## src/rtl/bypass_arbiter_pkg.sv

```systemverilog
// Shared types and helpers for the bypass arbiter.
// Optional feature macro used by this slice: BYPASS_ARBITER_LOCK_EN.
package bypass_arbiter_pkg;

    typedef enum logic [0:0] {
        ST_EMPTY = 1'b0,
        ST_FULL  = 1'b1
    } state_e;

    localparam int DEF_NUM_REQ = 4;
    localparam int DEF_DATA_W  = 8;

    // Index that follows idx in a ring of n requesters.
    function automatic int next_ptr(input int idx, input int n);
        int r;
        if ((idx + 1) >= n) begin
            r = 0;
        end else begin
            r = idx + 1;
        end
        return r;
    endfunction

endpackage

```

## src/rtl/bypass_arbiter_if.sv

```systemverilog
// Requester and downstream handshake bundle for the bypass arbiter.
// Req_Lock exists only when BYPASS_ARBITER_LOCK_EN is defined.
interface bypass_arbiter_if
    import bypass_arbiter_pkg::*;
#(
    parameter int NUM_REQ = DEF_NUM_REQ,
    parameter int DATA_W  = DEF_DATA_W,
    parameter int ID_W    = $clog2(NUM_REQ)
) ();

    logic [NUM_REQ-1:0]        Req_Valid;
    logic [NUM_REQ*DATA_W-1:0] Req_Data;
    logic [NUM_REQ-1:0]        Req_Ready;
`ifdef BYPASS_ARBITER_LOCK_EN
    logic [NUM_REQ-1:0]        Req_Lock;
`endif
    logic [DATA_W-1:0]         Output_Data;
    logic [ID_W-1:0]           Output_Id;
    logic                      Output_Valid;
    logic                      Output_Ready;

    // Requester/consumer side.
    modport master (
        output Req_Valid,
        output Req_Data,
        input  Req_Ready,
`ifdef BYPASS_ARBITER_LOCK_EN
        output Req_Lock,
`endif
        input  Output_Data,
        input  Output_Id,
        input  Output_Valid,
        output Output_Ready
    );

    // Arbiter side.
    modport slave (
        input  Req_Valid,
        input  Req_Data,
        output Req_Ready,
`ifdef BYPASS_ARBITER_LOCK_EN
        input  Req_Lock,
`endif
        output Output_Data,
        output Output_Id,
        output Output_Valid,
        input  Output_Ready
    );

endinterface

```

## src/rtl/bypass_arbiter_rr_select.sv

```systemverilog
// Combinational round-robin picker: first valid requester at or after
// i_ptr, wrapping, returned both one-hot and as a binary index.
module rr_select
    import bypass_arbiter_pkg::*;
#(
    parameter int NUM_REQ = DEF_NUM_REQ,
    parameter int ID_W    = $clog2(NUM_REQ)
) (
    input  logic [NUM_REQ-1:0] i_valid,
    input  logic [ID_W-1:0]    i_ptr,
    output logic [NUM_REQ-1:0] o_grant,
    output logic [ID_W-1:0]    o_idx,
    output logic               o_any
);

    logic [ID_W-1:0] w_cand;
    logic            w_hit;

    // Walk the ring from the pointer and latch the first valid index.
    always_comb begin
        o_grant = '0;
        o_idx   = '0;
        o_any   = 1'b0;
        w_cand  = i_ptr;
        w_hit   = 1'b0;
        for (int k = 0; k < NUM_REQ; k++) begin
            w_hit  = i_valid[w_cand] & ~o_any;
            o_idx  = w_hit ? w_cand : o_idx;
            o_any  = o_any | w_hit;
            w_cand = ID_W'(next_ptr(int'(w_cand), NUM_REQ));
        end
        o_grant[o_idx] = o_any;
    end

endmodule

```

## src/rtl/bypass_arbiter.sv

```systemverilog
// Round-robin arbiter and single-entry output register for the shared
// bypass datapath. Build option: BYPASS_ARBITER_LOCK_EN adds sticky
// grants for a requester that holds its Req_Lock bit.
module bypass_arbiter
    import bypass_arbiter_pkg::*;
#(
    parameter int NUM_REQ = DEF_NUM_REQ,
    parameter int DATA_W  = DEF_DATA_W,
    parameter int ID_W    = $clog2(NUM_REQ)
) (
    input  logic             Clock,
    input  logic             Reset_n,
    bypass_arbiter_if.slave  bus
);

    state_e              r_state;
    state_e              w_state_nxt;
    logic [ID_W-1:0]     r_rr_ptr;
    logic [DATA_W-1:0]   r_out_data;
    logic [ID_W-1:0]     r_out_id;

    logic [NUM_REQ-1:0]  w_rr_grant;
    logic [ID_W-1:0]     w_rr_idx;
    logic                w_rr_any;
    logic [NUM_REQ-1:0]  w_win_grant;
    logic [ID_W-1:0]     w_win_idx;
    logic                w_win_any;
    logic                w_lock_hold;
    logic                w_free;
    logic                w_xfer;

`ifdef BYPASS_ARBITER_LOCK_EN
    logic                r_lock_active;
    logic [ID_W-1:0]     r_lock_owner;
`endif

    rr_select #(
        .NUM_REQ (NUM_REQ),
        .ID_W    (ID_W)
    ) u_rr_select (
        .i_valid (bus.Req_Valid),
        .i_ptr   (r_rr_ptr),
        .o_grant (w_rr_grant),
        .o_idx   (w_rr_idx),
        .o_any   (w_rr_any)
    );

    // Pick the winner: a held lock overrides the round-robin choice.
    always_comb begin
        w_lock_hold = 1'b0;
`ifdef BYPASS_ARBITER_LOCK_EN
        w_lock_hold = r_lock_active & bus.Req_Lock[r_lock_owner]
                    & bus.Req_Valid[r_lock_owner];
`endif
        if (w_lock_hold) begin
`ifdef BYPASS_ARBITER_LOCK_EN
            w_win_idx   = r_lock_owner;
`else
            w_win_idx   = w_rr_idx;
`endif
            w_win_grant = NUM_REQ'(1) << w_win_idx;
            w_win_any   = 1'b1;
        end else begin
            w_win_idx   = w_rr_idx;
            w_win_grant = w_rr_grant;
            w_win_any   = w_rr_any;
        end
    end

    // Slot is free when empty or when the held word leaves this cycle;
    // reset suppresses every grant.
    always_comb begin
        w_free        = (r_state == ST_EMPTY) | bus.Output_Ready;
        w_xfer        = Reset_n & w_free & w_win_any;
        bus.Req_Ready = w_xfer ? w_win_grant : {NUM_REQ{1'b0}};
    end

    // Next state of the output slot.
    always_comb begin
        w_state_nxt = r_state;
        case (r_state)
            ST_EMPTY: begin
                if (w_xfer) begin
                    w_state_nxt = ST_FULL;
                end else begin
                    w_state_nxt = ST_EMPTY;
                end
            end
            ST_FULL: begin
                if (w_xfer) begin
                    w_state_nxt = ST_FULL;
                end else if (bus.Output_Ready) begin
                    w_state_nxt = ST_EMPTY;
                end else begin
                    w_state_nxt = ST_FULL;
                end
            end
            default: w_state_nxt = ST_EMPTY;
        endcase
    end

    // Slot state register.
    always_ff @(posedge Clock) begin
        if (!Reset_n) begin
            r_state <= ST_EMPTY;
        end else begin
            r_state <= w_state_nxt;
        end
    end

    // Capture the winning word/ID and advance the pointer past a fresh winner.
    always_ff @(posedge Clock) begin
        if (!Reset_n) begin
            r_out_data <= {DATA_W{1'b0}};
            r_out_id   <= {ID_W{1'b0}};
            r_rr_ptr   <= {ID_W{1'b0}};
        end else if (w_xfer) begin
            r_out_data <= bus.Req_Data[w_win_idx*DATA_W +: DATA_W];
            r_out_id   <= w_win_idx;
            if (!w_lock_hold) begin
                r_rr_ptr <= ID_W'(next_ptr(int'(w_win_idx), NUM_REQ));
            end
        end
    end

`ifdef BYPASS_ARBITER_LOCK_EN
    // Remember the last winner; drop the lock once a free cycle passes it by.
    always_ff @(posedge Clock) begin
        if (!Reset_n) begin
            r_lock_active <= 1'b0;
            r_lock_owner  <= {ID_W{1'b0}};
        end else if (w_xfer) begin
            r_lock_active <= 1'b1;
            r_lock_owner  <= w_win_idx;
        end else if (w_free) begin
            r_lock_active <= 1'b0;
        end
    end
`endif

    assign bus.Output_Data  = r_out_data;
    assign bus.Output_Id    = r_out_id;
    assign bus.Output_Valid = (r_state == ST_FULL);

endmodule
```

## src/flat_wrapper.sv

```systemverilog
// flat-port wrapper written by rule: the top's interface ports become plain ports
module bypass_arbiter_flat import bypass_arbiter_pkg::*;
#(
    parameter int NUM_REQ = DEF_NUM_REQ,
    parameter int DATA_W  = DEF_DATA_W,
    parameter int ID_W    = $clog2(NUM_REQ)
)
  (Clock, Reset_n, bus_Req_Valid, bus_Req_Data, bus_Req_Ready, bus_Output_Data, bus_Output_Id, bus_Output_Valid, bus_Output_Ready);
  bypass_arbiter_if #(.NUM_REQ(NUM_REQ), .DATA_W(DATA_W), .ID_W(ID_W)) bus_i ();
  input  logic Clock;
  input  logic Reset_n;
  input wire logic [$bits(bus_i.Req_Valid)-1:0] bus_Req_Valid;
  input wire logic [$bits(bus_i.Req_Data)-1:0] bus_Req_Data;
  output wire logic [$bits(bus_i.Req_Ready)-1:0] bus_Req_Ready;
  output wire logic [$bits(bus_i.Output_Data)-1:0] bus_Output_Data;
  output wire logic [$bits(bus_i.Output_Id)-1:0] bus_Output_Id;
  output wire logic [$bits(bus_i.Output_Valid)-1:0] bus_Output_Valid;
  input wire logic [$bits(bus_i.Output_Ready)-1:0] bus_Output_Ready;
  assign bus_i.Req_Valid = bus_Req_Valid;
  assign bus_i.Req_Data = bus_Req_Data;
  assign bus_Req_Ready = bus_i.Req_Ready;
  assign bus_Output_Data = bus_i.Output_Data;
  assign bus_Output_Id = bus_i.Output_Id;
  assign bus_Output_Valid = bus_i.Output_Valid;
  assign bus_i.Output_Ready = bus_Output_Ready;
  bypass_arbiter #(.NUM_REQ(NUM_REQ), .DATA_W(DATA_W), .ID_W(ID_W)) u_core (.Clock(Clock), .Reset_n(Reset_n), .bus(bus_i));
endmodule
```

## config.mk

```make
export PLATFORM = sky130hd
export DESIGN_NAME = bypass_arbiter_flat
export DESIGN_NICKNAME = d
export VERILOG_FILES = /design/src/rtl/bypass_arbiter_pkg.sv /design/src/rtl/bypass_arbiter_if.sv /design/src/rtl/bypass_arbiter_rr_select.sv /design/src/rtl/bypass_arbiter.sv /design/src/flat_wrapper.sv
export SDC_FILE = /design/constraint.sdc
export NUM_CORES = 1
export LEC_CHECK = 0
export BUFFER_PORTS_ARGS = -buffer_cell sky130_fd_sc_hd__buf_2
export CAP_MARGIN = 40
export CORE_MARGIN = 10
export CORE_UTILIZATION = 40
export DETAILED_ROUTE_END_ITERATION = 12
export HOLD_SLACK_MARGIN = 0.02
export PLACE_DENSITY_LB_ADDON = 0.08
export SLEW_MARGIN = 20
export SYNTH_ARGS = -nofsm -noshare
export SYNTH_HDL_FRONTEND = slang
export SYNTH_SLANG_ARGS = --single-unit
```

## constraint.sdc

```tcl
create_clock -name Clock -period 4.85 [get_ports Clock]
set_input_delay 0.97 -clock Clock [delete_from_list [all_inputs] [get_ports Clock]]
set_output_delay 0.97 -clock Clock [all_outputs]
set_load 0.005 [all_outputs]
```

==> flow_summary.toml <==
[clock_tree]
cts_tree = "built"
cts-buffers-inserted = 3
path_clk_slew_ns = 0.08
h-tree-depth = 1
clk_latency_ns = 0.27
clockBufferDepth = 2
clock_sinks = 13
cts_setup_buffers = 0
holdBufCountCts = 0
ctsResizeCount = 0
ctsRootBufferMaster = "clkbuf_4"

[placement]
dp.cells = 218
numPortBuffers = 53
hpwlAfterDp_mm = 2.888
gp_congestion = 0.9079

[logic_synthesis]
seq_area_frac_synth = 0.2167
synth_seq_cells = 13
synthCells = 142
async_reset_ff_frac = 0
synth_fp_nets = 183
ys_types = 43
avgSynthCellArea_um2 = 8.459
ys.flop_type = "dfxtp_1"
yosysWarningCount = 0
syn_area_um2 = 1201
synth_edf_count = 0

[detailed_routing]
drt_iter0_markers = 45
avgRoutedWirePerCell_um = 16.26
via_per_inst = 5.577
firstDrtPassIters = 4
vias = 1238
ant_nets = 0
drc = 0
routed_wl_mm = 3.609

[final_layout]
post_route_cells_drive_above_1_share = 0.3822
final_cell_mix = "buf_2, nand2_1, inv_1, dfxtp_1, mux2i_1"
final_nets = 233
n_antenna_cell = 0
area_growth_pct = 23.44
final_common_cell = "buf_2"
fin_cells = 222

[power_and_ir_drop]
combPwrFrac = 0.717
power_frac_seq = 0.212
irDropWorstVdd_mv = 0.2948
leakagePower_nw = 0.7550
p_per_area_nw_per_um2 = 645.0
finalPower_w = 0.0009563
clockPowerShare = 0.070
switchingPower_w = 0.0004547
netSwitchingFraction = 0.4754
p_int_w = 0.0005016

[global_route]
grtUsageMet2 = 0.2104
grt_use_met1 = 0.1599
top_usage_layer = "met2"
grt_pass1_wl_mm = 5.713
grt_max_degree = 25
grt_pass1_vias = 1259
track_usage = 0.1272
antenna_found_initial = 0
met3_usage = 0.04599
overflow = 0

[setup_path]
worstPathRequired_ns = 3.88
crit_chain = "ha_1, or3_4, nand2_1, o21ai_0, a22o_1, a221oi_2, inv_1, ha_1, and2_1, buf_2"
crit_family = "flip-flops"
critPathMaxStageDelay_ns = 0.75
critPathLaunchType = "flop"
path_buf_inv = 2
endpoint_kind = "output pin"
critical_path_class = "reg -> out"
critPathMaxFanout = 17
cp.arrival_ns = 3.33
cp_common_cell = "ha_1"
critical-path-slowest-cell = "dfxtp_1"

[run]
maxCapViolCount = 0

[timing]
rsz0062_at_grt = "no"
min_period_ns = 4.296
drv_slew = 0
worstMarginPinSlew_ns = 0.6594
max_freq_mhz = 232.8
finalSetupViolCount = 0
clock_skew_ns = 0.0003868
fin_crit_sh = 0.8858
hold_violations = 0
setup-tns-final_ns = 0
relSlewSlack = 0.5598

[die]
fp.dieH_um = 74.80
die-area_um2 = 5595
core_um2 = 2805
die_w_um = 74.80
rows = 19
io_pins = 54
initial_core_util = 0.4282

[hold_path]
hp-class = "reg -> reg"

[outcome]
status = "finished, final reports clean"
cell usage after synthesis (all sizes together) (3+ instances only):
cell / number / area share
nand2: 23 / 0.072
inv: 15 / 0.047
o21ai: 6 / 0.028
buf: 6 / 0.043
nor3: 3 / 0.012
mux2i: 11 / 0.092
a21oi: 5 / 0.021
and3: 3 / 0.016
o41ai: 8 / 0.058
dfxtp: 13 / 0.22
clkbuf: 5 / 0.017
a221oi: 9 / 0.092
and2: 3 / 0.018
cell type report:
cell class,count,area [µm²]
Clock buffer,4,26.28
Fill cell,281,1323
Inverter,15,56.30
Multi-Input combinational cell,103,813.3
Sequential cell,13,260.3
Tap cell,31,38.79
Timing Repair Buffer,56,287.8
stage by stage:
stage          setup WS (ns)  area, µm²  utilization  hold slack (ns)
3_5_place_dp          0.8681       1456       0.5192           0.5045
4_1_cts               0.5405       1483       0.5285           0.5386
2_1_floorplan          1.067       1201            -           0.4989
6_report              0.5538       1483       0.5285           0.5239
5_1_grt               0.2975       1483       0.5285           0.5814
3_3_place_gp          0.8654       1456       0.5192           0.4903
routing by layer:
layer | wire length (µm) | vias up
li1 | - | 639
met1 | 1588 | 561
met2 | 1735 | 36
met3 | 273 | 2
met4 | 12 | 0
met5 | 0 | -
power by group through the flow:
stage | logic [W] | registers, W | clock network [W]
after global routing | 0.000761 | 0.000211 | 0.0000767
after detailed placement | 0.000690 | 0.000204 | 0
after floorplan | 0.000568 | 0.000185 | 0
after global placement | 0.000683 | 0.000204 | 0
after CTS | 0.000691 | 0.000202 | 0.0000725
final | 0.000686 | 0.000203 | 0.0000670
state kept, by name, indices dropped and copies added (netlist names):
| name | flops |
|---|---|
| u_core.bus.Output_Data | 8 |
| u_core.bus.Output_Valid | 1 |
| u_core.r_rr_ptr | 2 |
| u_core.bus.Output_Id | 2 |
tightest hold or removal path: stages (launching register included):
cell and delay (ns):
dfxtp_1 0.33, o21ai_0 0.08, nor2_1 0.08
worst paths after layout:
kind / start / to / slack [ns] / depth (start not counted)
worst max-delay path: u_core.r_rr_ptr[0] / bus_Req_Ready[3] / 0.55 / 10
worst min-delay path: u_core.bus.Output_Id[0] / u_core.bus.Output_Id[0] / 0.52 / 2
worst max register to register: u_core.r_rr_ptr[0] / u_core.bus.Output_Data[3] / 1.13 / 9
worst min register to register: u_core.bus.Output_Id[0] / u_core.bus.Output_Id[0] / 0.52 / 2
kinds of logic (layout without fill, tap and decap cells):
kind of cell / count (synthesis) / count (layout) / share of synthesized area
AOI/OAI and AO/OA: 44 / 44 / 0.3281
adders and majority gates: 2 / 2 / 0.02083
buffers and inverters: 26 / 75 / 0.1062
DFF: 13 / 13 / 0.2167
muxes: 15 / 15 / 0.1479
and+or+nand+nor: 42 / 42 / 0.1802
(Power assumes the default switching activity.)
